$ cat src/rtl/cla_pkg.sv
// ============================================================================
// Module : cla_pkg
// Brief  : Shared types and constants for the byte-serial CLA adder.
// Rev    : 1.0
// ============================================================================
`default_nettype none

package cla_pkg;

    localparam int GROUP_W = 8;

    typedef enum logic [1:0] {
        ST_IDLE = 2'd0,
        ST_RUN  = 2'd1,
        ST_DONE = 2'd2
    } state_e;

    typedef struct packed {
        logic [GROUP_W-1:0] p;
        logic [GROUP_W-1:0] g;
    } pg_t;

endpackage : cla_pkg

`default_nettype wire

$ cat src/rtl/cla_carry_8.sv
// ============================================================================
// Module : cla_carry_8
// Brief  : Combinational 8-bit carry-lookahead unit (carries, group P/G).
// Rev    : 1.0
// ============================================================================
`default_nettype none

module cla_carry_8 (
    input  logic [7:0] p,
    input  logic [7:0] g,
    input  logic       c0,
    output logic [8:1] c,
    output logic       grp_p,
    output logic       grp_g
);

    logic [7:0] gen_v;
    logic [7:0] prp_v;

    // Each prefix [i:0] gets its own flattened generate/propagate term.
    always_comb begin
        gen_v = '0;
        prp_v = '1;
        for (int i = 0; i < 8; i++) begin
            for (int j = 0; j <= i; j++) begin
                gen_v[i] = (gen_v[i] & p[j]) | g[j];
                prp_v[i] = prp_v[i] & p[j];
            end
        end
    end

    always_comb begin
        c = '0;
        for (int i = 0; i < 7; i++) begin
            c[i+1] = gen_v[i] | (prp_v[i] & c0);
        end
        grp_p = prp_v[7];
        grp_g = gen_v[7];
        c[8]  = grp_g | (grp_p & c0);
    end

endmodule : cla_carry_8

`default_nettype wire

$ cat src/rtl/cla_byte_serial_adder.sv
// ============================================================================
// Module : cla_byte_serial_adder
// Brief  : WIDTH-bit adder, one 8-bit CLA group per cycle, LSB byte first.
//          Optional signed-overflow output under CLA_OVERFLOW_EN.
// Rev    : 1.0
// ============================================================================
`default_nettype none

module cla_byte_serial_adder
    import cla_pkg::*;
#(
    parameter int WIDTH = 32
) (
    input  logic             clk,
    input  logic             rst_n,
    input  logic             in_valid,
    output logic             in_ready,
    input  logic [WIDTH-1:0] a,
    input  logic [WIDTH-1:0] b,
    input  logic             cin,
    output logic             out_valid,
    input  logic             out_ready,
    output logic [WIDTH-1:0] sum,
    output logic             cout
`ifdef CLA_OVERFLOW_EN
    ,
    output logic             overflow
`endif
);

    localparam int NUM_GROUPS = WIDTH / GROUP_W;
    localparam int IDX_W      = (NUM_GROUPS > 1) ? $clog2(NUM_GROUPS) : 1;
    localparam logic [IDX_W-1:0] LAST_IDX = IDX_W'(NUM_GROUPS - 1);

    state_e             state_q, state_d;
    logic [IDX_W-1:0]   idx_q,   idx_d;
    logic [WIDTH-1:0]   a_q,     a_d;
    logic [WIDTH-1:0]   b_q,     b_d;
    logic               carry_q, carry_d;
    logic [WIDTH-1:0]   sum_q,   sum_d;
    logic               cout_q,  cout_d;

    pg_t                w_pg;
    logic [8:1]         w_c;
    logic               w_grp_p;
    logic               w_grp_g;
    logic               w_accept;
    logic               w_last;

    always_comb begin
        w_pg.p = a_q[{idx_q, 3'b000} +: GROUP_W] ^ b_q[{idx_q, 3'b000} +: GROUP_W];
        w_pg.g = a_q[{idx_q, 3'b000} +: GROUP_W] & b_q[{idx_q, 3'b000} +: GROUP_W];
    end

    cla_carry_8 u_carry (
        .p     (w_pg.p),
        .g     (w_pg.g),
        .c0    (carry_q),
        .c     (w_c),
        .grp_p (w_grp_p),
        .grp_g (w_grp_g)
    );

    assign in_ready  = (state_q == ST_IDLE) || ((state_q == ST_DONE) && out_ready);
    assign out_valid = (state_q == ST_DONE);
    assign w_accept  = in_valid && in_ready;
    assign w_last    = (state_q == ST_RUN) && (idx_q == LAST_IDX);

    always_comb begin
        state_d = state_q;
        idx_d   = idx_q;
        a_d     = a_q;
        b_d     = b_q;
        carry_d = carry_q;
        sum_d   = sum_q;
        cout_d  = cout_q;

        case (state_q)
            ST_RUN: begin
                sum_d[{idx_q, 3'b000} +: GROUP_W] = w_pg.p ^ {w_c[7:1], carry_q};
                carry_d = w_c[8];
                idx_d   = idx_q + IDX_W'(1);
                if (w_last) begin
                    state_d = ST_DONE;
                    cout_d  = w_grp_g | (w_grp_p & carry_q);
                    idx_d   = '0;
                end
            end
            ST_DONE: begin
                if (out_ready) begin
                    state_d = ST_IDLE;
                end
            end
            default: begin
                state_d = ST_IDLE;
            end
        endcase

        // Capture shared by IDLE and the accept-while-releasing DONE path.
        if (w_accept) begin
            state_d = ST_RUN;
            idx_d   = '0;
            a_d     = a;
            b_d     = b;
            carry_d = cin;
        end
    end

    always_ff @(posedge clk or negedge rst_n) begin
        if (!rst_n) begin
            state_q <= ST_IDLE;
            idx_q   <= '0;
            a_q     <= '0;
            b_q     <= '0;
            carry_q <= 1'b0;
            sum_q   <= '0;
            cout_q  <= 1'b0;
        end else begin
            state_q <= state_d;
            idx_q   <= idx_d;
            a_q     <= a_d;
            b_q     <= b_d;
            carry_q <= carry_d;
            sum_q   <= sum_d;
            cout_q  <= cout_d;
        end
    end

    assign sum  = sum_q;
    assign cout = cout_q;

`ifdef CLA_OVERFLOW_EN
    logic ovf_q, ovf_d;

    always_comb begin
        ovf_d = ovf_q;
        if (w_last) begin
            ovf_d = w_c[8] ^ w_c[7];
        end
    end

    always_ff @(posedge clk or negedge rst_n) begin
        if (!rst_n) begin
            ovf_q <= 1'b0;
        end else begin
            ovf_q <= ovf_d;
        end
    end

    assign overflow = ovf_q;
`endif

endmodule : cla_byte_serial_adder

`default_nettype wire

$ cat config.mk
export PLATFORM = sky130hd
export DESIGN_NAME = cla_byte_serial_adder
export DESIGN_NICKNAME = d
export VERILOG_FILES = /design/src/rtl/cla_pkg.sv /design/src/rtl/cla_carry_8.sv /design/src/rtl/cla_byte_serial_adder.sv
export SDC_FILE = /design/constraint.sdc
export NUM_CORES = 1
export LEC_CHECK = 0
export ABC_CLOCK_PERIOD_IN_PS = 7550
export BUFFER_PORTS_ARGS = -buffer_cell sky130_fd_sc_hd__clkbuf_2
export CAP_MARGIN = 20
export CELL_PAD_IN_SITES_DETAIL_PLACEMENT = 0
export CELL_PAD_IN_SITES_GLOBAL_PLACEMENT = 2
export CORE_MARGIN = 2
export CORE_UTILIZATION = 40
export DETAILED_ROUTE_END_ITERATION = 6
export PLACE_DENSITY = 0.88
export SYNTH_ARGS = -nofsm -noshare
export SYNTH_HDL_FRONTEND = slang
export SYNTH_SLANG_ARGS = --single-unit
$ cat constraint.sdc
create_clock -name clk -period 7.55 [get_ports clk]
set_clock_uncertainty 0.2 [all_clocks]
set_input_delay 1.51 -clock clk [delete_from_list [all_inputs] [get_ports clk]]
set_output_delay 1.51 -clock clk [all_outputs]
set_load 0.005 [all_outputs]
* Yosys cells after proc, flatten, opt, wreduce, memory -nomap -nowiden
Index checks and enable logic that the tools add are counted.
Operators by class: add/subtract/negate cells 2, equal/unequal tests 5, shift operators 4, mux-type cells 10, bitwise operators 40, reductions and logical operators 8
Operators by type and width (count):
- $shiftx A32 B6 Y8 | 2
- $bwmux W32 | 1
- $shift A8 B7 Y32 const A | 1
- $shiftx A8 B7 Y32 | 1
- $and A1 B1 Y1 | 22
- $xor A8 B8 Y8 | 2
- $or A1 B1 Y1 | 15
- $mux W2 | 6
- $and A8 B8 Y8 | 1
- $neg A5 Y7 | 1
- $eq A2 B2 Y1 const B | 2
- $pmux W2 S2 | 1
- $reduce_and A2 Y1 | 2
- $logic_and A1 B1 Y1 | 3
- $ne A3 B1 Y1 const B | 1
- $ne A3 B3 Y1 const B | 1
- $add A2 B1 Y2 const B | 1
- $eq A2 B1 Y1 const B | 1
- $logic_not A2 Y1 | 1
- $mux W1 | 2
- $reduce_bool A2 Y1 | 1
- $logic_or A1 B1 Y1 | 1
Word-level totals: bits in registers 102, input port bits 69, output and inout port bits 35

* Logic depth before layout (Yosys ltp)
depth in word-level cells 19, mapped depth 9

* By module
Synthesis repeated with hierarchy kept, for this count alone.
Second synthesis, totals: cell total of the unflattened synthesis 320, area total of the unflattened synthesis 4684.5 um^2
Modules (own cells, without submodules):
- cla_byte_serial_adder | instances 1, cells each 288, area each 4483.0 um^2
- cla_carry_8 | instances 1, cells each 32, area each 201.4 um^2

* Worst setup path before layout
OpenSTA, ideal clock, no wires.
kind in2out, from in out_ready, to out in_ready, arrival time 1726 ps, required time 5840 ps, slack 4114 ps, cell stages on the path 2, path buffers 0, cells stage by stage nor2b_1 nor2_1
On the way: longest elaborated chain between the ends 2
RTL lines:
- start, declared | line cla_byte_serial_adder.sv:22 | input logic out_ready,
- $logic_and A1 B1 Y1 | line cla_byte_serial_adder.sv:64 | assign in_ready = (state_q == ST_IDLE) || ((state_q == ST_DONE) && out_ready);
- $logic_or A1 B1 Y1 | line cla_byte_serial_adder.sv:64
- end, declared | line cla_byte_serial_adder.sv:17 | output logic in_ready,
No other way between the ends.

* Final worst setup path
Ends and elaborated chain as after synthesis.

==> metrics <==
PostCTS Resize Cnt 0; Max VDD drop 200.6 uV; Post-synth EDFFs 0; CTS H-tree depth 3; CTS max path bufs 2; pin count of the biggest net entering global routing 70; Syn Area/Cell 13.99 um^2; Tmin final 3713 ps; P_sw 1.253 mW; Hold Crit Class flop to flop; top post-synthesis cells by area dfrtp_1, mux2_1, mux4_2; critical path type input pin to output port; Clock Power Share between 10% and 20%; fillers 1029; P_leak roughly 2.6 nW; fraction of layout cells with a size suffix above 1 34.68%; wire per inst 17.15 um; Clock Latency Late Sink about 340 ps; CP startpoint out_ready; Pre-Repair DR Iteration Count 4; CTS tree built; Startpoint Class input pin; Comb pwr share 53.3%; RSZ-0062 raised after global routing no; min-delay src a_q[5]$_DFFE_PN0P_; setup bufs post-CTS 0; Critical R2R Launch idx_q[0]$_DFFE_PN0P_; multi-input combinational cell area 2058 um^2; GR Overflow Total 0; Tcrit/Tclk final 49.18%; Yosys top cell area share 54.30%; Final Max Slew Viols 0; DRC viols 0; WL final around 10 mm; sequential power share about a third; number of synthesized register bits 102; largest area contributor in the netlist dfrtp_1; synthesized instance count 336; die span in y between 100 and 150 um; Clk Tree Root Cell clkbuf_16; setup violators final 0; num ports 104; register area between 2000 and 3000 um^2; CP endpoint kind output port; Setup TNS 0 ps; Die W 112.4 um; top_reg_cell synth dfrtp_1; Post-synth ARST share 100.0%; Cell variety after synth 47; Synth Cell Area around 4700 um^2; Required @ worst endpoint 5840 ps; Die Area roughly 13000 um^2; clk sinks 102; Switching Fraction a little over two fifths; Ys Warns 0; crit path max fanout 2; initial DRC count between 150 and 200; vias in the first global route 3253; Worst-Margin Slew 925.5 ps; run status complete, no violations; row count 39; total number of vias 3081; Num CTS Buffers 9; GP Congestion 0.8445; remaining antenna violation count 0; top-count cell post-synth dfrtp_1; Post-synth top cells dfrtp_1, mux2_1, nand2_1; sequential area share after synthesis between 50% and 60%; headroom to the max-slew limit 38.30%; nets 522; synthesized net count 419; vias per cell 5.249; global-route wire length before repair 16.89 mm; GRT Resource Usage Total 16.85%; P&R area growth vs syn 19.78%; ANT cells 0; Post-DP HPWL roughly 7.4 mm; PD cells 523.4 nW/um^2; clock-pin slew on the worst setup and hold paths roughly 70 ps; post-cts hold buffer count 0; Initial Utilization between 40% and 50%; overall power 2.947 mW; core area 11470 um^2; Internal 1.694 mW; crit path DAT ~2000 ps; port bufs 103; initial antenna violation count 0; hold violation count in the final report 0; max_cap viols 0; Max Clk Rate ~270 MHz
[final timing paths]
path / to / slack, ps / depth (start not counted)
max in group asynchronous: idx_q[0]$_DFFE_PN0P_ / 5050 / 2
worst min-delay path: a_q[5]$_DFFE_PN0P_ / 280 / 1
min in group asynchronous: sum[13]$_DFFE_PN0P_ / 1000 / 1
worst max register to register: sum[7]$_DFFE_PN0P_ / 4190 / 7
worst max-delay path: in_ready / 3840 / 4
worst min register to register: a_q[5]$_DFFE_PN0P_ / 280 / 1
[power by group through the flow]
stage / sequential [mW] / clock (mW) / combinational, mW
3_5_place_dp: 0.957 / 0 / 1.57
4_1_cts: 0.947 / 0.445 / 1.58
6_report: 0.944 / 0.432 / 1.57
3_3_place_gp: 0.942 / 0 / 1.55
2_1_floorplan: 0.893 / 0 / 1.17
5_1_grt: 0.980 / 0.474 / 1.75
[sequential cells by signal, summed over array words and instances, names as in the netlist]
register  cells
a_q          32
b_q          32
sum          32
idx_q         2
state_q       2
carry_q       1
cout          1
[cell families after synthesis]
group	synth area share (%)
DFF	54.30
xor gates and xnor gates	0.3727
adders and majority gates	3.886
AOI/OAI and AO/OA	9.901
muxes	23.45
buffers and inverters	2.050
and+or+nand+nor	6.042
[layout by cell type, fill, tap and decap left out, types with 6 or more instances in the layout]
cell and count:
a22o_1 12, mux2_1 58, ha_1 13, clkbuf_16 9
clkbuf_2 102, inv_1 7, dfrtp_1 102, nor2_1 6
nand2_1 20, o31ai_1 6, mux2_2 7, mux4_2 16
o21ai_1 7, o21ai_0 13
[through the flow]
step / hold slack [ps] / utilization, % / area, um^2 / setup WS, ps / cells
2_1_floorplan: 252.4 / - / 4701 / 4114 / 336
3_3_place_gp: 261.8 / 46.71 / 5356 / 3853 / 571
3_5_place_dp: 270.6 / 46.71 / 5356 / 3842 / 571
4_1_cts: 289.7 / 49.10 / 5630 / 3839 / 587
5_1_grt: 304.0 / 49.10 / 5630 / 3770 / 587
6_report: 282.7 / 49.10 / 5630 / 3837 / 587
[critical path, cell delays in order]
cell      delay [ps]
clkbuf_2          90
nor2b_1          220
nor2_1            80
clkbuf_2         110
[layer usage]
| metal | vias up | track usage (%) | wire, um | part of all wire [%] |
|---|---|---|---|---|
| li1 | 1467 | - | - | - |
| met1 | 1525 | 23.42 | 4804 | 48 |
| met2 | 83 | 27.23 | 4654 | 46 |
| met3 | 6 | 4.050 | 547 | 5.4 |
| met4 | 0 | 3.659 | 61 | 0.61 |
| met5 | - | 0 | 0 | 0 |
[layout make-up]
| type | instances | area share [%] |
|---|---|---|
| clock buffers | 10 | 4.067 |
| repair buffers | 106 | 9.600 |
| inverters | 7 | 0.4667 |
| well taps | 143 | 3.178 |
| multi-input cells | 213 | 36.56 |
| flip-flops and latches | 102 | 45.33 |
| clock inverters | 6 | 0.8000 |
Power figures use the tool's default switching activity.
